<file path="src/rtl/ej32_boot_loader_if.sv">
// ROM read port and RAM byte-write port between the boot loader and its neighbours.
// The loader drives the ROM address/enable and the RAM write side; the ROM and arbiter drive the rest.
interface ej32_boot_loader_if;
    logic        rom_en;
    logic [31:0] rom_a;
    logic [7:0]  rom_d;
    logic        ram_gnt;
    logic        ram_we;
    logic [31:0] ram_a;
    logic [7:0]  ram_d;

    modport master (
        output rom_en,
        output rom_a,
        input  rom_d,
        input  ram_gnt,
        output ram_we,
        output ram_a,
        output ram_d
    );

    modport slave (
        input  rom_en,
        input  rom_a,
        output rom_d,
        output ram_gnt,
        input  ram_we,
        input  ram_a,
        input  ram_d
    );
endinterface

</file>
<file path="src/rtl/ej32_boot_loader.sv">
// Copies the eForth image from EBR ROM into working RAM at boot and keeps an additive checksum.
// The core is held off until done_o rises.
module ej32_boot_loader #(
    parameter int unsigned ROM_SZ   = 8192,
    parameter int unsigned IMG_SZ   = 8192,
    parameter logic [31:0] RAM_BASE = 32'h0
) (
    input  logic                       clk_i,
    input  logic                       rst_i,
    input  logic                       start_i,
    ej32_boot_loader_if.master         mem_io,
    output logic                       busy_o,
    output logic                       done_o,
    output logic [7:0]                 sum_o
);

    localparam int unsigned PW = $clog2(IMG_SZ) + 1;
    localparam logic [PW-1:0] ImgEnd = PW'(IMG_SZ);
    localparam logic [PW-1:0] LastWr = PW'(IMG_SZ - 1);

    if (IMG_SZ == 0 || IMG_SZ > ROM_SZ) begin : g_bad_size
        $error("ej32_boot_loader: IMG_SZ must be in 1..ROM_SZ");
    end

    typedef enum logic [1:0] {StIdle, StFill, StCopy, StDone} state_e;

    state_e        state_q;
    logic [PW-1:0] rd_ptr_q;
    logic [PW-1:0] wr_ptr_q;
    logic [7:0]    sum_q;
    logic          rd_more;

    assign rd_more = (rd_ptr_q < ImgEnd);

    always_ff @(posedge clk_i) begin
        if (rst_i) begin
            state_q  <= StIdle;
            rd_ptr_q <= '0;
            wr_ptr_q <= '0;
            sum_q    <= '0;
        end else begin
            unique case (state_q)
                StIdle, StDone: begin
                    if (start_i) begin
                        rd_ptr_q <= '0;
                        wr_ptr_q <= '0;
                        sum_q    <= '0;
                        state_q  <= StFill;
                    end
                end
                StFill: begin
                    // Byte 0 is being fetched this cycle, so the next fetch is byte 1.
                    rd_ptr_q <= PW'(1);
                    state_q  <= StCopy;
                end
                StCopy: begin
                    if (mem_io.ram_gnt) begin
                        wr_ptr_q <= wr_ptr_q + PW'(1);
                        sum_q    <= sum_q + mem_io.rom_d;
                        if (rd_more) begin
                            rd_ptr_q <= rd_ptr_q + PW'(1);
                        end
                        if (wr_ptr_q == LastWr) begin
                            state_q <= StDone;
                        end
                    end
                end
                default: state_q <= StIdle;
            endcase
        end
    end

    // A stall drops rom_en so the ROM keeps presenting the byte still waiting for its grant.
    always_comb begin
        mem_io.rom_en = 1'b0;
        mem_io.ram_we = 1'b0;
        mem_io.ram_a  = '0;
        mem_io.ram_d  = '0;
        unique case (state_q)
            StFill: mem_io.rom_en = 1'b1;
            StCopy: begin
                mem_io.rom_en = mem_io.ram_gnt & rd_more;
                mem_io.ram_we = mem_io.ram_gnt;
                mem_io.ram_a  = RAM_BASE + 32'(wr_ptr_q);
                mem_io.ram_d  = mem_io.rom_d;
            end
            default: ;
        endcase
    end

    assign mem_io.rom_a = 32'(rd_ptr_q);
    assign busy_o       = (state_q == StFill) || (state_q == StCopy);
    assign done_o       = (state_q == StDone);
    assign sum_o        = sum_q;

endmodule

</file>
<file path="src/flat_wrapper.sv">
// flat-port wrapper written by rule: the top's interface ports become plain ports
module ej32_boot_loader_flat 
#(
    parameter int unsigned ROM_SZ   = 8192,
    parameter int unsigned IMG_SZ   = 8192,
    parameter logic [31:0] RAM_BASE = 32'h0
)
  (clk_i, rst_i, start_i, busy_o, done_o, sum_o, mem_io_rom_en, mem_io_rom_a, mem_io_rom_d, mem_io_ram_gnt, mem_io_ram_we, mem_io_ram_a, mem_io_ram_d);
  ej32_boot_loader_if mem_io_i ();
  input  logic clk_i;
  input  logic rst_i;
  input  logic start_i;
  output logic busy_o;
  output logic done_o;
  output logic [7:0] sum_o;
  output wire logic [$bits(mem_io_i.rom_en)-1:0] mem_io_rom_en;
  output wire logic [$bits(mem_io_i.rom_a)-1:0] mem_io_rom_a;
  input wire logic [$bits(mem_io_i.rom_d)-1:0] mem_io_rom_d;
  input wire logic [$bits(mem_io_i.ram_gnt)-1:0] mem_io_ram_gnt;
  output wire logic [$bits(mem_io_i.ram_we)-1:0] mem_io_ram_we;
  output wire logic [$bits(mem_io_i.ram_a)-1:0] mem_io_ram_a;
  output wire logic [$bits(mem_io_i.ram_d)-1:0] mem_io_ram_d;
  assign mem_io_rom_en = mem_io_i.rom_en;
  assign mem_io_rom_a = mem_io_i.rom_a;
  assign mem_io_i.rom_d = mem_io_rom_d;
  assign mem_io_i.ram_gnt = mem_io_ram_gnt;
  assign mem_io_ram_we = mem_io_i.ram_we;
  assign mem_io_ram_a = mem_io_i.ram_a;
  assign mem_io_ram_d = mem_io_i.ram_d;
  ej32_boot_loader #(.ROM_SZ(ROM_SZ), .IMG_SZ(IMG_SZ), .RAM_BASE(RAM_BASE)) u_core (.clk_i(clk_i), .rst_i(rst_i), .start_i(start_i), .mem_io(mem_io_i), .busy_o(busy_o), .done_o(done_o), .sum_o(sum_o));
endmodule
</file>
<file path="config.mk">
export PLATFORM = sky130hd
export DESIGN_NAME = ej32_boot_loader_flat
export DESIGN_NICKNAME = d
export VERILOG_FILES = /design/src/rtl/ej32_boot_loader_if.sv /design/src/rtl/ej32_boot_loader.sv /design/src/flat_wrapper.sv
export SDC_FILE = /design/constraint.sdc
export NUM_CORES = 1
export LEC_CHECK = 0
export BUFFER_PORTS_ARGS = -buffer_cell sky130_fd_sc_hd__clkbuf_2
export CAP_MARGIN = 0
export CORE_ASPECT_RATIO = 0.6
export CORE_MARGIN = 4
export CORE_UTILIZATION = 36
export CTS_CLUSTER_SIZE = 30
export DETAILED_ROUTE_END_ITERATION = 10
export PLACE_DENSITY = 0.6
export SLEW_MARGIN = 20
export SYNTH_ARGS = -nofsm -noshare
export SYNTH_HDL_FRONTEND = slang
export SYNTH_SLANG_ARGS = --single-unit
</file>
<file path="constraint.sdc">
create_clock -name clk_i -period 3.8 [get_ports clk_i]
set_input_delay 0.19 -clock clk_i [delete_from_list [all_inputs] [get_ports clk_i]]
set_output_delay 0.19 -clock clk_i [all_outputs]
set_load 0.05 [all_outputs]
</file>
==> summary.txt <==
Status
  – Status: finished clean

Clock tree
  – CTS tree: built
  – Setup repair bufs after CTS: 0
  – CTS buffer count: 5
  – Clock transition at path regs: around 0.06 ns
  – Hold buffer count at CTS: 0
  – Clock insertion delay at the later pin of the skew report: 0.28 ns
  – Count of clock tree sinks: 38
  – H-tree depth: 2
  – Max clock buf depth: 2
  – Post-CTS Resized: 0
  – Clk root buf: clkbuf_16

Routing
  – Drt wl/cell: roughly 13 µm
  – DR iter-0 viols: between 100 and 150
  – Total wire length: around 6000 µm
  – DRC: 0
  – WL met2: about 2400 µm
  – Via density: about 4.7
  – M1 WL: 3110 µm
  – Wire length on met3: ~400 µm
  – Via Count: about 2100
  – Highest routed metal layer: met4
  – Drt first pass iters: 4
  – Routed Antenna Nets: 0

Placed design
  – Placed cell areas: 0.00281 mm²
  – Final HPWL from detailed placement: between 4000 and 5000 µm
  – GPL Wtd Cong: ~0.80
  – Port buffer count: 59

Worst setup path
  – Crit-path cells: ha_1 > buf_4 > nand2_1 > o21ai_0 > clkbuf_2
  – Worst Path Arrival: 2.32 ns
  – Slowest stage delay, CP: around 0.55 ns
  – CP startpoint: u_core.state_q[1]
  – Critical Path RT: ~3.6 ns
  – Worst-path maximum fanout: 20
  – Slowest cell on the critical path: ha_1
  – Crit path kind: reg2out
  – R2r startpoint: u_core.state_q[1]
  – CP Launch Type: flop
  – Worst path bufs/invs: 2
  – Crit path max-delay family: buffers and inverters
  – Endpoint type of the worst setup path: primary output

Global routing
  – Largest net degree at the start of global routing: 21
  – Antenna violations before repair: 0
  – Global-route wire length before repair: between 10000 and 15000 µm
  – Total global-route track usage: around 14%
  – Number of global-route vias before repair: between 2000 and 2500
  – Overflow after GRT: 0

Timing
  – Final Setup Violations: 0
  – Fin. Hold Viols: 0
  – Final period util: around 66%
  – Setup Skew: approximately 0.0053 ns
  – Max Clk Rate: ~400 MHz
  – Rel. slew slack: between 60% and 70%
  – RSZ-0062 raised after global routing: false
  – Fin Setup TNS: 0 ns
  – Slew Limit Fails: 0
  – Slew at the pin closest to its max-slew limit: just under 0.6 ns
  – Tmin final: 2.51 ns
  – Hold Slack: ~0.32 ns

Power and ir drop
  – Max rail drop VDD: between 0.0002 and 0.0003 V
  – PwrDens: between 500 and 600 mW/mm²
  – Pleak: about 1.3 nW
  – Proportion of power drawn by the clock network: 24.5%
  – Total power: 1.59 mW
  – Comb pwr share: between 40% and 50%
  – Sw frac: 47.6%
  – NetSw: between 0.7 and 0.8 mW
  – Internal power: between 0.8 and 0.9 mW
  – Seq pwr share: approximately 29%

Synthesis
  – #FFs+latches synth: 38
  – Top post-synthesis cells by area: dfxtp_1 (29%), buf_4 (10%), and2_1 (6.2%)
  – Post-synth EDFFs: 0
  – Synth top area share: between 20 and 30%
  – Mapped Cells: between 300 and 400
  – Most frequent cell after synthesis: dfxtp_1
  – Register area share after synthesis: between 20% and 30%
  – Ys async rst share: 0%
  – Synth cell types: roughly 50
  – Ys flop type: dfxtp_1
  – Post-synth top cells: dfxtp_1 (38), nor2_1 (37), buf_4 (36), and2_1 (26), nand2_1 (22)
  – Ys Warns: 0
  – Post-Synthesis Mean Instance Area: around 8.5 µm²
  – Synth Cell Area: 0.00261 mm²
  – Cell accounting for the most synthesized area: dfxtp_1

Final layout
  – Diode count: 0
  – Number of nets in the layout: 388
  – Cell area after layout: 0.00294 mm²
  – Fin util: a little over two fifths
  – Share of post-route cells with drive strength above 1: 22.0%
  – P&R area growth vs syn: 12.5%
  – Filler cells: about 700

Flow run
  – Max-cap violation count: 0

Hold path
  – Worst hold path type: in2reg
  – Hold_sp: mem_io_rom_d[0]

Floorplan
  – Die height: approximately 74 µm
  – Die area: between 0.008 and 0.009 mm²
  – Initial Utilization: 38.1%
  – I/O pin count: 96
  – Core region area: between 0.006 and 0.007 mm²
  – Num rows: 23
  – Die width: roughly 120 µm
==> worst reg2reg max path, cell delays in order, from the launching register on <==
cell and delay, ns:
dfxtp_1 0.38, ha_1 0.55, buf_4 0.34, and2_1 0.22, nand3_1 0.14, or3_1 0.36
mux2_2 0.26, nand2_1 0.06
==> flip-flops by register name, summed over array words and instances (netlist names) <==
signal,flops
u_core.state_q,2
u_core.sum_o,8
u_core.rd_ptr_q,14
u_core.wr_ptr_q,14
==> kinds of logic (layout without fill, tap and decap cells) <==
| kind of cell | count (synthesis) | after routing | synth area share (%) |
|---|---|---|---|
| other cells | 1 | 36 | 0.144 |
| fa+ha+maj | 13 | 13 | 6.51 |
| buf+inv | 56 | 76 | 14.7 |
| flops | 38 | 38 | 29.1 |
| xor+xnor | 24 | 24 | 8.05 |
| simple gates | 127 | 127 | 27.3 |
| mux | 3 | 3 | 1.34 |
| compound gates | 46 | 46 | 12.8 |
==> worst paths after layout <==
check                                  endpoint  slack [ns]  cells past startpoint
worst min-delay path            u_core.sum_o[0]        0.32                      4
worst max register to register  u_core.sum_o[7]        1.42                      7
worst max-delay path              mem_io_rom_en        1.29                      5
worst min register to register  u_core.sum_o[6]        0.49                      2
==> cell type report <==
type	count	area [µm²]	share of cell area, %
Clock buffer	7	133	4.51
Inverter	9	33.8	1.15
Multi-Input combinational cell	249	1600	54.4
Tap cell	87	109	3.71
Timing Repair Buffer	60	303	10.3
Sequential cell	38	761	25.9
==> power groups by stage <==
stage          combinational [mW]  sequential (mW)  clock (mW)
2_1_floorplan               0.642            0.502           0
3_3_place_gp                0.738            0.461           0
3_5_place_dp                0.743            0.463           0
4_1_cts                     0.746            0.454       0.397
5_1_grt                     0.809            0.460       0.412
6_report                    0.745            0.454       0.388
==> metal layers <==
layer	vias to the layer above	global-route usage (%)
li1	1095	-
met1	951	21.6
met2	60	20.4
met3	2	3.72
met4	0	2.73
met5	-	0
==> stage by stage <==
| stage | std cells | setup slack, ns |
|---|---|---|
| 2_1_floorplan | 343 | 1.07 |
| 3_3_place_gp | 443 | 1.50 |
| 3_5_place_dp | 443 | 1.40 |
| 4_1_cts | 450 | 1.24 |
| 5_1_grt | 450 | 1.08 |
| 6_report | 450 | 1.29 |
==> cell usage in the layout (no fill, tap or decap), drive strengths merged, types with 10 or more instances in the layout <==
cell    instances
nand3          11
o21ai          16
clkbuf         66
nor2           38
xor2           16
nand2          22
and2           26
ha             12
a21oi          10
dfxtp          38
conb           36
Note: power is estimated with default switching activity, not from simulation.
